===== src/rtl/l2_splice_loader.sv =====
// Byte-stream frame loader feeding the 96-bit L2 register splice: sync hunt, payload steering, checksum gate.
// Optional idle timeout inside a frame is enabled by defining L2_LOADER_TIMEOUT_EN.
module l2_splice_loader #(
    parameter logic [7:0] SYNC_BYTE      = 8'hA5,
    parameter int          NUM_BYTES      = 12,
    parameter int          TIMEOUT_CYCLES = 1024
) (
    input  logic       clk,
    input  logic       rst,
    input  logic [7:0] byte_in,
    input  logic       byte_valid,
    output logic       byte_ready,
    output logic [7:0] din,
    output logic [3:0] Sel,
    output logic       We,
    output logic       Zero,
    output logic       frame_done,
    output logic       frame_err,
    output logic       busy
);

    typedef enum logic [1:0] {HUNT, LOAD, CSUM, RESULT} state_t;

    localparam logic [3:0] LAST_IDX = 4'(NUM_BYTES - 1);

    generate
        if (NUM_BYTES < 1 || NUM_BYTES > 16 || TIMEOUT_CYCLES < 1) begin : g_bad_params
            $error("l2_splice_loader: parameter out of range");
        end
    endgenerate

    state_t     state_reg, state_next;
    logic [3:0] idx_reg, idx_next;
    logic [7:0] sum_reg, sum_next;
    logic [7:0] din_reg, din_next;
    logic [3:0] sel_reg, sel_next;
    logic       we_reg, we_next;
    logic       zero_reg, zero_next;
    logic       done_reg, done_next;
    logic       err_reg, err_next;
    logic       accept;
    logic [7:0] running_sum;

`ifdef L2_LOADER_TIMEOUT_EN
    localparam int TW = $clog2(TIMEOUT_CYCLES + 1);
    logic [TW-1:0] idle_cnt_reg, idle_cnt_next;
`endif

    // Only the RESULT cycle refuses input, so ready never looks at valid.
    assign byte_ready  = (state_reg != RESULT);
    assign busy        = (state_reg != HUNT);
    assign accept      = byte_valid & byte_ready;
    assign running_sum = sum_reg + byte_in;

    assign din        = din_reg;
    assign Sel        = sel_reg;
    assign We         = we_reg;
    assign Zero       = zero_reg;
    assign frame_done = done_reg;
    assign frame_err  = err_reg;

    always_comb begin
        state_next = state_reg;
        idx_next   = idx_reg;
        sum_next   = sum_reg;
        din_next   = din_reg;
        sel_next   = sel_reg;
        we_next    = 1'b0;
        zero_next  = zero_reg;
        done_next  = 1'b0;
        err_next   = 1'b0;
        case (state_reg)
            HUNT: begin
                if (accept && byte_in == SYNC_BYTE) begin
                    state_next = LOAD;
                    idx_next   = 4'd0;
                    sum_next   = 8'd0;
                end
            end
            LOAD: begin
                if (accept) begin
                    din_next = byte_in;
                    sel_next = idx_reg;
                    we_next  = 1'b1;
                    sum_next = running_sum;
                    // Blank the splice as soon as it starts holding a mix of old and new bytes.
                    if (idx_reg == 4'd0) begin
                        zero_next = 1'b1;
                    end
                    if (idx_reg == LAST_IDX) begin
                        state_next = CSUM;
                    end else begin
                        idx_next = idx_reg + 4'd1;
                    end
                end
            end
            CSUM: begin
                if (accept) begin
                    state_next = RESULT;
                    if (running_sum == 8'd0) begin
                        done_next = 1'b1;
                        zero_next = 1'b0;
                    end else begin
                        err_next  = 1'b1;
                        zero_next = 1'b1;
                    end
                end
            end
            default: begin
                state_next = HUNT;
            end
        endcase

`ifdef L2_LOADER_TIMEOUT_EN
        idle_cnt_next = '0;
        if ((state_reg == LOAD || state_reg == CSUM) && !accept) begin
            if (idle_cnt_reg == TW'(TIMEOUT_CYCLES - 1)) begin
                state_next = HUNT;
                err_next   = 1'b1;
                zero_next  = 1'b1;
            end else begin
                idle_cnt_next = idle_cnt_reg + TW'(1);
            end
        end
`endif
    end

    always_ff @(posedge clk) begin
        if (rst) begin
            state_reg <= HUNT;
            idx_reg   <= 4'd0;
            sum_reg   <= 8'd0;
            din_reg   <= 8'd0;
            sel_reg   <= 4'd0;
            we_reg    <= 1'b0;
            zero_reg  <= 1'b1;
            done_reg  <= 1'b0;
            err_reg   <= 1'b0;
`ifdef L2_LOADER_TIMEOUT_EN
            idle_cnt_reg <= '0;
`endif
        end else begin
            state_reg <= state_next;
            idx_reg   <= idx_next;
            sum_reg   <= sum_next;
            din_reg   <= din_next;
            sel_reg   <= sel_next;
            we_reg    <= we_next;
            zero_reg  <= zero_next;
            done_reg  <= done_next;
            err_reg   <= err_next;
`ifdef L2_LOADER_TIMEOUT_EN
            idle_cnt_reg <= idle_cnt_next;
`endif
        end
    end

endmodule


===== config.mk =====
export PLATFORM = sky130hd
export DESIGN_NAME = l2_splice_loader
export DESIGN_NICKNAME = d
export VERILOG_FILES = /design/src/rtl/l2_splice_loader.sv
export SDC_FILE = /design/constraint.sdc
export NUM_CORES = 1
export LEC_CHECK = 0
export BUFFER_PORTS_ARGS = -buffer_cell sky130_fd_sc_hd__buf_4
export CAP_MARGIN = 20
export CORE_MARGIN = 3
export CORE_UTILIZATION = 25
export CTS_BUF_LIST = sky130_fd_sc_hd__clkbuf_8 sky130_fd_sc_hd__clkbuf_16
export CTS_CLUSTER_DIAMETER = 40
export DETAILED_ROUTE_END_ITERATION = 10
export PLACE_DENSITY_LB_ADDON = 0.15
export RECOVER_POWER = 50
export SYNTH_ARGS = -nofsm -noshare
export SYNTH_HDL_FRONTEND = slang
export SYNTH_SLANG_ARGS = --single-unit

===== constraint.sdc =====
create_clock -name clk -period 2.9 [get_ports clk]
set_input_delay 0.58 -clock clk [delete_from_list [all_inputs] [get_ports clk]]
set_output_delay 0.58 -clock clk [all_outputs]
set_load 0.01 [all_outputs]

# Yosys cells after proc, flatten, opt, wreduce, memory -nomap -nowiden
# Index checks and enable logic that the tools add are counted.
word_totals:
  ff_bits: 30
  input_bits: 11
  output_inout_bits: 18
  wordCells: 59
classes:
  add_sub_neg: 2
  eq_ne: 11
  mux: 19
  bitwise: 4
  reduce_logical: 14
ops:
  columns: ["op", "n"]
  rows:
  - ["8-bit two-way mux", 2]
  - ["8-bit case mux with 2 select lines", 1]
  - ["2-bit != test (second input constant)", 7]
  - ["4-bit two-way mux", 3]
  - ["4-bit AND reduction", 3]
  - ["8-bit adder", 1]
  - ["8-bit == test (second input constant)", 1]
  - ["8-bit logical NOT", 1]
  - ["2-bit two-way mux", 4]
  - ["4-bit case mux with 2 select lines", 1]
  - ["1-bit two-way mux", 6]
  - ["2-bit case mux with 3 select lines", 1]
  - ["2-bit nonzero test", 3]
  - ["4-bit by 1-bit adder with 4-bit output (second input constant)", 1]
  - ["4-bit == test (second input constant)", 1]
  - ["4-bit logical NOT", 1]
  - ["1-bit inverter", 3]
  - ["3-bit AND reduction", 1]
  - ["3-bit OR reduction", 1]
  - ["2-bit by 1-bit == test with 1-bit output (second input constant)", 1]
  - ["2-bit == test (second input constant)", 1]
  - ["2-bit logical NOT", 1]
  - ["1-bit case mux with 2 select lines", 1]
  - ["2-bit AND reduction", 1]
  - ["3 further kinds", 3]

# Longest topological paths before layout
logic_depth:
  ltp_word: 5
  mapped_depth: 8
  depth_no_buf: 7

# Worst setup path after synthesis
# OpenSTA, ideal clock, no wires.
synth_timing:
  kind: "input to register"
  start: "input byte_in[0]"
  end: "register done_reg, in the netlist frame_done"
  setup_ps: 61
  arrival_ps: 2411
  t_required_ps: 2839
  setup_slack_ps: 429
  path_stages: 7
  n_path_buf: 0
  path_cell_list: "ha_1 -> fa_1 -> a211oi_1 -> or4b_2 -> o2111ai_1 -> nor4_1 -> and3b_1"
synth_via:
  elab_chain_cells: 3
synth_lines:
  columns: ["element", "line", "text"]
  rows:
  - ["from (decl)", "10", "input logic [7:0] byte_in,"]
  - ["8-bit adder", "53", "assign running_sum = sum_reg + byte_in;"]
  - ["8-bit logical NOT", "100", "if (running_sum == 8'd0) begin"]
  - ["1-bit two-way mux", "100", null]
  - ["to (signal assigned)", "150", "done_reg <= done_next;"]
  - ["to (decl)", "39", "logic done_reg, done_next;"]
# No other way between the ends.
# A chain may end at the register's enable or synchronous reset.

# Final worst setup path
# Same ends and word-level chain as after synthesis.

==> results.md <==
- Final WL: 4.28 mm
- Status: complete, no violations
- Die Wd: 87 µm
- Per-cell routed wire length: 14.3 µm
- Root Driver: clkbuf_8
- Slew @ Worst Pin: 664 ps
- Lkg Pwr: 0.722 nW
- Synth top area share: 36.6%
- Post-synthesis to final-layout area growth: 19.2%
- H-tree lvl count: 2
- Cell breakdown of the critical path: buf_4 > ha_1 > fa_1 > a211oi_1 > or4b_2 > o2111ai_1 > nor4_1 > and3b_1
- Max IR drop VDD: 205 µV
- Pwr/cell area: 544 mW/mm²
- Seq/Total Area, Yosys: 36.6%
- Grt met2 use: 18.0%
- Worst path max stage delay: 530 ps
- Cell taking the most area after synthesis: dfxtp_1
- CTS Buf Count: 5
- Port buffer count: 28
- Syn Area/Cell: 8.50 µm²
- Top cells by area, synth: dfxtp_1 (37%), ha_1 (11%), a21oi_1 (7.0%), nand2_1 (6.6%), nor2_1 (4.1%)
- Post-place instance area: 0.00193 mm²
- Highest-count cells in the layout ignoring fill and taps: dfxtp_1 (30), nand2_1 (29), a21oi_1 (23)
- Pin count of the biggest net entering global routing: 29
- R2r endpoint: frame_done
- Fin. Hold Viols: 0
- Total Nets Final: 250
- Clock sinks: 30
- Met1 GRT Util: 16.3%
- Antenna cells: 0
- Vias per cell: 4.83
- Number of antenna violations at the first check in global routing: 0
- Total negative slack: 0 ps
- Via count: 1448
- Cell Rows: 28
- Ys async rst share: 0%
- Hold Path Sink: Sel[2]
- Min-Delay Path Depth: 2
- Startpoint Class: input pin
- First-pass GRT wire length: 6.94 mm
- Max_cap viols: 0
- GR peak layer: met2
- R2r startpoint: sum_reg[0]
- Vias in the first global route: 1402
- Yosys synthesis warning count: 0
- Drt drc: 0
- RSZ-0062 raised after global routing: false
- Final instance area: 0.00196 mm²
- Final Slew Violations: 0
- Die height: 87 µm
- Distinct cells, synth: 44
- Initial DRC Count: 42
- TritonCTS clock tree: done
- Layout cells sized above 1: 12.0%
- Max-slew headroom: 55.7%
- Cells after Synth: 193
- Syn nets: 219
- Max Freq: 390 MHz
- Gp weighted congestion: 0.776
- Crit path DAT: 2790 ps
- Fin Clk Skew: 4.03 ps
- Total GRT Usage: 11.9%
- Final HPWL DP: 3.12 mm
- Required time of the critical path: 3120 ps
- Worst Path Class, Setup: input pin to register
- Minimum clock period: 2560 ps
- CP max-delay cell: nor4_1
- Starting Density: 26.8%
- GR met3 Demand/Resource: 3.22%
- Post-CTS Hold Buffers: 0
- Drt pass-1 iters: 4
- Later-pin clock latency in the skew report: 280 ps
- Most common cell after layout, fill and taps aside: dfxtp_1
- Clk pin slew, worst setup/hold paths: 60 ps
- Antenna-violating nets left: 0
- Most used DFF post-synth: dfxtp_1
- # setup viols final: 0
- Tcrit/Tclk final: 88.4%
- Core area: 0.00613 mm²
- Ports: 29
- Hold Crit Start: Sel[2]
- Post_cts resized: 0
- FF+latch count, synth: 30
- EDFF count, synth: 0
- Post-CTS Setup Bufs: 0
- Post-Syn Area: 0.00164 mm²
- Flop2flop setup slack: 450 ps
- CP endpoint kind: register
- HP Class: register to register
- Die ar.: 0.00757 mm²
- Grt ovf: 0
- Worst reg2reg path depth: 7
- CTS max path bufs: 2
- CP max FO: 3
## cells by family after synthesis
family / after synthesis / synth area share (%)
adder cells (fa/ha/maj): 15 / 11.9
AND/OR/NAND/NOR: 77 / 24.1
XOR/XNOR: 4 / 2.14
buffers and inverters: 15 / 3.97
multiplexers: 2 / 1.22
flip-flops: 30 / 36.6
AO/OA/AOI/OAI: 50 / 20.1
## stage by stage
| step | setup slack (ps) | utilization [%] | total power, W | hold WS, ps | std cells |
|---|---|---|---|---|---|
| 6_report | 335 | 31.9 | 0.00106 | 458 | 300 |
| 2_1_floorplan | 429 | - | 0.000635 | 436 | 193 |
| 3_5_place_dp | 60.9 | 31.5 | 0.000736 | 453 | 292 |
| 4_1_cts | 348 | 33.0 | 0.00109 | 464 | 300 |
| 5_1_grt | 138 | 31.9 | 0.00113 | 478 | 300 |
| 3_3_place_gp | 130 | 31.5 | 0.000739 | 447 | 292 |
## per-layer routing
| metal | vias to the layer above | routed length (µm) | part of all wire (%) |
|---|---|---|---|
| li1 | 742 | - | - |
| met1 | 668 | 2180 | 51 |
| met2 | 33 | 1830 | 43 |
| met3 | 5 | 225 | 5.3 |
| met4 | 0 | 51 | 1.2 |
| met5 | - | 0 | 0 |
## synthesized netlist by cell type, types with 2 or more instances
master and n:
a22oi_1 5, and3b_1 2, nor2_1 18, clkbuf_1 5
and2_1 3, o211ai_1 4, dfxtp_1 30, ha_1 14
o21ai_1 2, nand3b_1 2, mux2i_1 2, inv_1 8
nand3_1 3, nand4bb_1 2, o21ai_0 4, nand2_1 29
nand4_1 2, a21oi_1 23, xor2_1 3, o21ba_2 2
nor3_1 5, a31oi_1 2, nor3b_1 2
## power breakdown
part,switching (W),internal (W)
clock,0.000163,0.000188
combinational,0.000179,0.0000906
sequential,0.0000127,0.000430
## how the worst max path moves through the flow
stage                from  depth (start not counted)          to
6_report       byte_in[0]                          8  frame_done
5_1_grt        byte_in[0]                          8  frame_done
4_1_cts        byte_in[0]                          8  frame_done
3_5_place_dp   byte_in[0]                          8  frame_done
3_3_place_gp   byte_in[0]                          8  frame_done
2_1_floorplan  byte_in[0]                          7  frame_done
## area by class of cell
type / count / area (µm²)
repair buffers: 31 / 165
clock inverters: 2 / 8.76
inverters: 8 / 30.0
multi-input cells: 148 / 975
well taps: 75 / 93.8
flip-flops and latches: 30 / 601
fillers: 663 / 4180
clock buffers: 6 / 82.6
## critical path, delay by kind of cell
family / cells / cell delay [ps]
AND/OR/NAND/NOR: 3 / 960
adder cells (fa/ha/maj): 2 / 630
AO/OA/AOI/OAI: 2 / 490
buffers and inverters: 1 / 120
Note: power is estimated with default switching activity, not from simulation.
